`src/rtl/reaction_stats.sv`:
```
// reaction_stats: score keeping for the reaction-time game.
// Captures completed trials, tracks last/best/rolling-4 average and false
// starts, and drives a registered, pageable value to the 7-segment driver.
//
// view | meaning
// -----+------------------------------------------
//  0   | LAST   - most recent captured trial
//  1   | BEST   - fastest trial since clear (0 if none)
//  2   | AVG    - rounded mean of last 4 trials (0 until 4 captured)
//  3   | FAULTS - false-start count, zero-extended
module reaction_stats #(
  parameter int W      = 14,
  parameter int MAX_MS = 9999
) (
  input  logic         clk,
  input  logic         reset,
  input  logic         clear,
  input  logic         done,
  input  logic         show_error,
  input  logic [W-1:0] ms_time,
  input  logic         view_btn,
  output logic [W-1:0] disp_value,
  output logic         disp_error,
  output logic [1:0]   view,
  output logic         avg_valid,
  output logic [3:0]   trial_count,
  output logic [3:0]   fault_count,
  output logic         new_best
);

  localparam logic [W-1:0] MAX_V     = W'(MAX_MS);
  localparam logic [1:0]   VIEW_LAST = 2'd0;
  localparam logic [1:0]   VIEW_BEST = 2'd1;
  localparam logic [1:0]   VIEW_AVG  = 2'd2;
  localparam logic [1:0]   VIEW_FLT  = 2'd3;
  localparam logic [3:0]   CNT_MAX   = 4'd15;

  logic           done_q;
  logic           err_q;
  logic           done_rise;
  logic           err_rise;
  logic           capture;
  logic [W-1:0]   sample;
  logic           improve;
  logic           stats_valid;

  logic [W-1:0]   last;
  logic [W-1:0]   best;
  logic [W-1:0]   h0;
  logic [W-1:0]   h1;
  logic [W-1:0]   h2;
  logic [W-1:0]   h3;
  logic [W+1:0]   sum;
  logic [W-1:0]   avg;
  logic [W-1:0]   disp_sel;

  assign done_rise = done & ~done_q;
  assign err_rise  = show_error & ~err_q;
  // A false start on the same edge as a completion discards the trial.
  assign capture   = done_rise & ~err_rise;
  assign sample    = (ms_time > MAX_V) ? MAX_V : ms_time;
  // The first trial after clear always becomes best, whatever its value.
  assign improve   = (trial_count == 4'd0) || (sample < best);
  assign stats_valid = (trial_count >= 4'd4);
  // Half-up rounding of the 4-trial mean; sum never exceeds 4*MAX_MS.
  assign avg       = W'((sum + (W+2)'(2)) >> 2);

  // Edge-detect registers; these keep tracking even during clear.
  always_ff @(posedge clk or posedge reset) begin
    if (reset) begin
      done_q <= 1'b0;
      err_q  <= 1'b0;
    end else begin
      done_q <= done;
      err_q  <= show_error;
    end
  end

  // Trial capture: last, history window, running sum and best.
  always_ff @(posedge clk or posedge reset) begin
    if (reset) begin
      last     <= '0;
      best     <= MAX_V;
      h0       <= '0;
      h1       <= '0;
      h2       <= '0;
      h3       <= '0;
      sum      <= '0;
      new_best <= 1'b0;
    end else begin
      new_best <= 1'b0;
      if (clear) begin
        last <= '0;
        best <= MAX_V;
        h0   <= '0;
        h1   <= '0;
        h2   <= '0;
        h3   <= '0;
        sum  <= '0;
      end else if (capture) begin
        last <= sample;
        h0   <= sample;
        h1   <= h0;
        h2   <= h1;
        h3   <= h2;
        // h3 is the sample leaving the window, so the sum stays a 4-trial sum.
        sum  <= sum + {2'b00, sample} - {2'b00, h3};
        if (improve) begin
          best     <= sample;
          new_best <= 1'b1;
        end
      end
    end
  end

  // Valid-trial counter, saturating.
  always_ff @(posedge clk or posedge reset) begin
    if (reset) begin
      trial_count <= '0;
    end else if (clear) begin
      trial_count <= '0;
    end else if (capture && (trial_count != CNT_MAX)) begin
      trial_count <= trial_count + 4'd1;
    end
  end

  // False-start counter, saturating.
  always_ff @(posedge clk or posedge reset) begin
    if (reset) begin
      fault_count <= '0;
    end else if (clear) begin
      fault_count <= '0;
    end else if (err_rise && (fault_count != CNT_MAX)) begin
      fault_count <= fault_count + 4'd1;
    end
  end

  // View pager: a finished trial snaps back to LAST, beating the button.
  always_ff @(posedge clk or posedge reset) begin
    if (reset) begin
      view <= VIEW_LAST;
    end else if (clear || done_rise) begin
      view <= VIEW_LAST;
    end else if (view_btn) begin
      view <= view + 2'd1;
    end
  end

  // Select the value for the current view from the committed stats.
  always_comb begin
    disp_sel = '0;
    case (view)
      VIEW_LAST: disp_sel = last;
      VIEW_BEST: disp_sel = (trial_count == 4'd0) ? '0 : best;
      VIEW_AVG:  disp_sel = stats_valid ? avg : '0;
      VIEW_FLT:  disp_sel = {{(W-4){1'b0}}, fault_count};
      default:   disp_sel = '0;
    endcase
  end

  // Registered display outputs, one cycle behind the stats they show.
  always_ff @(posedge clk or posedge reset) begin
    if (reset) begin
      disp_value <= '0;
      avg_valid  <= 1'b0;
      disp_error <= 1'b0;
    end else begin
      disp_value <= disp_sel;
      avg_valid  <= stats_valid;
      disp_error <= err_q;
    end
  end

endmodule

```
`config.mk`:
```
export PLATFORM = sky130hd
export DESIGN_NAME = reaction_stats
export DESIGN_NICKNAME = d
export VERILOG_FILES = /design/src/rtl/reaction_stats.sv
export SDC_FILE = /design/constraint.sdc
export NUM_CORES = 1
export LEC_CHECK = 0
export CELL_PAD_IN_SITES_DETAIL_PLACEMENT = 1
export CELL_PAD_IN_SITES_GLOBAL_PLACEMENT = 2
export CORE_UTILIZATION = 28
export DETAILED_ROUTE_END_ITERATION = 8
export GPL_TIMING_DRIVEN = 0
export PLACE_DENSITY = 0.64
export SYNTH_ARGS = -nofsm -noshare
export SYNTH_HDL_FRONTEND = slang
export SYNTH_SLANG_ARGS = --single-unit
```
`constraint.sdc`:
```
create_clock -name clk -period 8.3 [get_ports clk]
set_input_delay 1.66 -clock clk [delete_from_list [all_inputs] [get_ports clk]]
set_output_delay 1.66 -clock clk [all_outputs]
set_load 0.1 [all_outputs]
```
# Word level (Yosys, flattened, before mapping)

Index checks and enable logic that the tools add are counted.

$add $sub $neg: 6
Order comparisons: 3
Eq/ne operators: 5
Muxes and demuxes: 26
Bitwise logic cells: 6
Reduce and logical (&&, ||, !) cells: 12

Operator list:

| operator                                                                            | count |
|---|---|
| 14-bit 2-to-1 mux                                                                   | 14 |
| 14-bit case mux with 4 select lines                                                 | 1 |
| 16-bit 2-to-1 mux                                                                   | 2 |
| 16-bit by 14-bit adder with 16-bit output                                           | 1 |
| 16-bit by 2-bit adder with 16-bit output, second input constant                     | 1 |
| 4-bit 2-to-1 mux                                                                    | 4 |
| 16-bit by 14-bit subtractor with 16-bit output                                      | 1 |
| 14-bit > comparator, second input constant                                          | 1 |
| 14-bit < comparator                                                                 | 1 |
| 2-bit nonzero test                                                                  | 5 |
| 4-bit by 1-bit adder with 4-bit output, second input constant                       | 2 |
| 4-bit inequality test, second input constant                                        | 2 |
| 2-bit == test, second input constant                                                | 2 |
| 4-bit by 3-bit greater-or-equal comparator with 1-bit output, second input constant | 1 |
| 4-bit zero test                                                                     | 1 |
| 2-bit 2-to-1 mux                                                                    | 2 |
| 1-bit AND                                                                           | 3 |
| 1-bit 2-to-1 mux                                                                    | 3 |
| 1-bit NOT                                                                           | 3 |
| 2-bit by 1-bit adder with 2-bit output, second input constant                       | 1 |
| 2-bit by 1-bit == test with 1-bit output, second input constant                     | 1 |
| 1-bit logical AND                                                                   | 2 |
| 2-bit zero test                                                                     | 1 |
| 1-bit logical OR                                                                    | 2 |
| 2-bit AND reduction                                                                 | 1 |

Flip-flop bits (word level): 115
Input port bits: 20
Output and inout port bits: 27
Logic and storage cells: 73

# Logic depth before layout (Yosys ltp)

Word-level depth: 7
Depth in mapped cells: 16

# Worst setup path after synthesis

No wires, ideal clock.

Path kind: input-to-reg
Start: input port ms_time[7]
End: register sum[15]
Setup time: 0.125 ns
Arrival: 4.831 ns
Required time: 8.175 ns
Path slack: 3.345 ns
Stages on the path: 14
Buffers on the path: 1
Path through: nor4_1 > o21ai_1 > nand2_1 > clkbuf_1 > nand2b_1 > fa_1 > ha_1 > a211oi_1 > o21ai_1 > a41oi_1 > o21ai_1 > a41o_1 > nand3_1 > mux2_2

Cells in the longest elaborated chain, start to end: 6

RTL lines:

| element                                          | line | RTL |
|---|---|---|
| start: declaration                               | 20   | `input logic [W-1:0] ms_time,` |
| 14-bit > comparator                              | 61   | `assign sample = (ms_time > MAX_V) ? MAX_V : ms_time;` |
| 14-bit 2-to-1 mux *                              | 61   |  |
| 16-bit by 14-bit adder with 16-bit output *      | 107  | `sum <= sum + {2'b00, sample} - {2'b00, h3};` |
| 16-bit by 14-bit subtractor with 16-bit output * | 107  |  |
| 16-bit 2-to-1 mux *                              | 100  | `end else if (capture) begin` |
| 16-bit 2-to-1 mux *                              | 92   | `if (clear) begin` |
| end signal: assignment                           | 107  |  |
| end: declaration                                 | 53   | `logic [W+1:0] sum;` |

Every way passes the cells marked *; elsewhere a longest branch is shown, timed or not. The select of a mux whose other input is x is not followed.
A chain may end at the register's enable or synchronous reset.

# Worst setup path after layout

Same ends and word-level chain as after synthesis.

==> impl_metrics.csv <==
group,metric,value,unit
worst_setup_path,arrival,6320,ps
cells_and_area,final_common_cell,"nand2_1",
worst_setup_path,crit_family,"compound AO/OA/AOI/OAI gates",
sta,finalMaxSlewViolations,0,
sta,period_share,72.5,%
worst_setup_path,end_kind,"flop",
clocking,postCtsHoldBufs,0,
worst_setup_path,path_buf_inv,2,
flow_run,cap_viol_max_count,0,
worst_setup_path,slowest_delay,520,ps
worst_setup_path,critPathLaunchType,"primary input",
sta,hold_ws,364,ps
detailed_routing,vias_per_cell,4.87,
logic_synthesis,synth_ff_type,"dfrtp_1",
pwr,p_comb_share,21.6,%
logic_synthesis,synthArstFlopShare,100,%
pwr,power.internal,1.13,mW
sta,tightest_slew,995,ps
logic_synthesis,syn_area_per_cell,8.94,µm²
global_route,grt_usage,20.3,%
detailed_routing,drcViolationCount,0,
pwr,switching_share,33.8,%
clocking,cts_tree,"done",
worst_setup_path,crit_chain,"clkdlybuf4s50_1, nor4_1, o21ai_1, nand2_1, clkbuf_1, nand2b_1, fa_1, ha_1, a211oi_1, o21ai_1, a41oi_1, o21ai_1, a41o_1, nand3_1, mux2_2",
status,status,"complete, no violations",
place,io_buffers,45,
worst_setup_path,path_max_fanout,10,
cells_and_area,layout_common_cells,"nand2_1, dfrtp_1, a21oi_1, nor2_1, inv_1",
cells_and_area,n_antenna_cell,0,
floorplanning,core_area,22800,µm²
clocking,cts_inserted_buffers,17,
place,place_ws,1820,ps
sta,hold_viol,0,
logic_synthesis,syn-num-nets,798,
cells_and_area,area_growth,22.2,%
hold_path,hold_class,"reg -> reg",
clocking,htreeDepth,4,
clocking,clk_pin_slew,60,ps
place,dpl_cell_area,7400,µm²
floorplanning,initial_core_util,28.6,%
logic_synthesis,netlist_area,6520,µm²
place,dpl.hpwl,17.8,mm
sta,fmax,166,MHz
logic_synthesis,yosys_warnings,0,
sta,setup_tns,0,ps
detailed_routing,ant_nets,0,
floorplanning,fp.dieH,155,µm
detailed_routing,wl_per_cell,20.5,µm
cells_and_area,nFillCells,2653,
sta,clock_skew,15.4,ps
detailed_routing,drtIter0Drc,303,
clocking,cts-root-buf,"clkbuf_16",
worst_setup_path,required,8610,ps
detailed_routing,drt-total-wl,22.9,mm
floorplanning,die_x,155,µm
logic_synthesis,yosysSeqAreaShare,44.3,%
cells_and_area,utilization,35.0,%
cells_and_area,layout.nets,863,
clocking,insertion_delay,430,ps
cells_and_area,design_area,7970,µm²
worst_setup_path,worstSetupPathType,"in -> reg",
place,place_congestion,0.815,
clocking,post-cts-setup-buffer-count,0,
logic_synthesis,synth_cell_type_count,58,
logic_synthesis,synth_edf_count,0,
clocking,clock-sinks,115,
pwr,p_leak,3.47,nW
clocking,cts.path.max_buffers,2,
sta,final.setup.worst_slack,2290,ps
global_route,grt_pass1_vias,5773,
pwr,p_per_area,214,nW/µm²
sta,relSlewSlack,33.5,%
detailed_routing,dr.pass1.iters,7,
global_route,grt_max_degree,84,
worst_setup_path,slowest_stage,"clkdlybuf4s50_1",
sta,setup-violations-final,0,
sta,period_needed,6010,ps
floorplanning,design.portCount,47,
logic_synthesis,syn_inst,730,
global_route,antenna_found_initial,0,
cells_and_area,drive_above_1_share,7.05,%
clocking,cts_resized,0,
global_route,grt_pass1_wl,35.7,mm
sta,grt_setup_unrepaired,"false",
pwr,power_switching,0.575,mW
detailed_routing,vias,5461,
cells_and_area,seq_area,2890,µm²
floorplanning,rows,55,
global_route,gr-total-overflow,0,
worst_setup_path,crit_path_frequent_cell,"o21ai_1",
floorplanning,die_area,23900,µm²
logic_synthesis,ys_ff_latch,115,
pwr,vdd_drop_max,0.000108,V
cells_and_area,multi_input_area,3290,µm²
pwr,seqPwrFrac,35.7,%
pwr,clkPwrFrac,42.7,%
[logic make-up (layout without fill, tap and decap cells)]
group | Yosys count | in the layout | synth area share, %
and+or+nand+nor | 265 | 265 | 17.1
AOI/OAI and AO/OA | 161 | 161 | 15.4
DFF | 115 | 115 | 44.3
buffers and inverters | 89 | 167 | 5.24
adders and majority gates | 50 | 50 | 10.7
xor gates and xnor gates | 32 | 32 | 4.30
muxes | 18 | 18 | 2.99
[worst paths after layout]
path	from	end	slack (ps)	depth (start not counted)
setup / recovery	ms_time[7]	sum[15]$_DFFE_PP0P_	2290	15
hold / removal	err_q$_DFF_PP0_	disp_error$_DFF_PP0_	360	0
setup reg to reg	sum[1]$_DFFE_PP0P_	sum[15]$_DFFE_PP0P_	4940	9
hold reg to reg	err_q$_DFF_PP0_	disp_error$_DFF_PP0_	360	0
max in group asynchronous	reset	best[0]$_DFFE_PP1P_	5960	3
min in group asynchronous	reset	trial_count[0]$_DFFE_PP0P_	1580	2
[synthesized netlist by cell type (3+ instances only)]
library cell | n | area [µm²]
nor2b_1 | 7 | 43.8
nor3_1 | 5 | 25.0
xnor2_1 | 18 | 158
xor2_1 | 14 | 123
dfrtp_1 | 107 | 2680
dfstp_2 | 8 | 210
and3_1 | 3 | 18.8
mux2_2 | 4 | 45.0
nand3_1 | 12 | 60.1
a221o_1 | 4 | 40.0
fa_1 | 10 | 200
nor4_1 | 3 | 18.8
inv_1 | 52 | 195
clkbuf_1 | 28 | 105
mux2i_1 | 12 | 120
o21a_1 | 5 | 37.5
a21o_1 | 7 | 52.6
a211oi_1 | 8 | 60.1
nor2_1 | 67 | 251
nand2_1 | 142 | 533
nand4_1 | 7 | 43.8
o21ai_0 | 17 | 85.1
nand2b_1 | 7 | 43.8
ha_1 | 38 | 475
o211ai_1 | 3 | 22.5
buf_1 | 7 | 26.3
and2_1 | 4 | 25.0
a21oi_1 | 81 | 405
o21ai_1 | 3 | 15.0
a22oi_1 | 10 | 75.1
a31oi_1 | 3 | 18.8
o21bai_1 | 4 | 30.0
[power groups by stage]
stage | registers [mW] | logic [mW] | clock network [mW]
2_1_floorplan | 0.663 | 0.207 | 0
3_3_place_gp | 0.618 | 0.360 | 0
3_5_place_dp | 0.619 | 0.370 | 0
4_1_cts | 0.609 | 0.372 | 0.739
5_1_grt | 0.612 | 0.406 | 0.766
6_report | 0.608 | 0.368 | 0.727
[registers in the layout (all words and copies together) (netlist names)]
signal	count
done_q	1
h0	14
trial_count	4
disp_error	1
fault_count	4
new_best	1
err_q	1
disp_value	14
h2	14
avg_valid	1
sum	16
h3	14
h1	14
best	14
view	2
[area by class of cell]
cell class	count	share of cell area, %
Inverter	53	2.56
Clock inverter	15	1.85
Tap cell	313	4.91
Sequential cell	115	36.2
Multi-Input combinational cell	526	41.3
Clock buffer	17	5.34
Timing Repair Buffer	46	6.00
Buffer	36	1.79
[layer usage]
layer / vias up / global-route usage (%) / routed length [µm]
li1: 2592 / - / -
met1: 2745 / 27.3 / 10900
met2: 110 / 34.3 / 11200
met3: 14 / 3.03 / 645
met4: 0 / 4.71 / 202
met5: - / 0 / 0
[stage by stage]
| stage | total power [mW] | instances |
|---|---|---|
| 2_1_floorplan | 0.870 | 730 |
| 3_5_place_dp | 0.988 | 1089 |
| 5_1_grt | 1.78 | 1121 |
| 4_1_cts | 1.72 | 1121 |
| 6_report | 1.70 | 1121 |
| 3_3_place_gp | 0.977 | 1088 |
(Power assumes the default switching activity.)
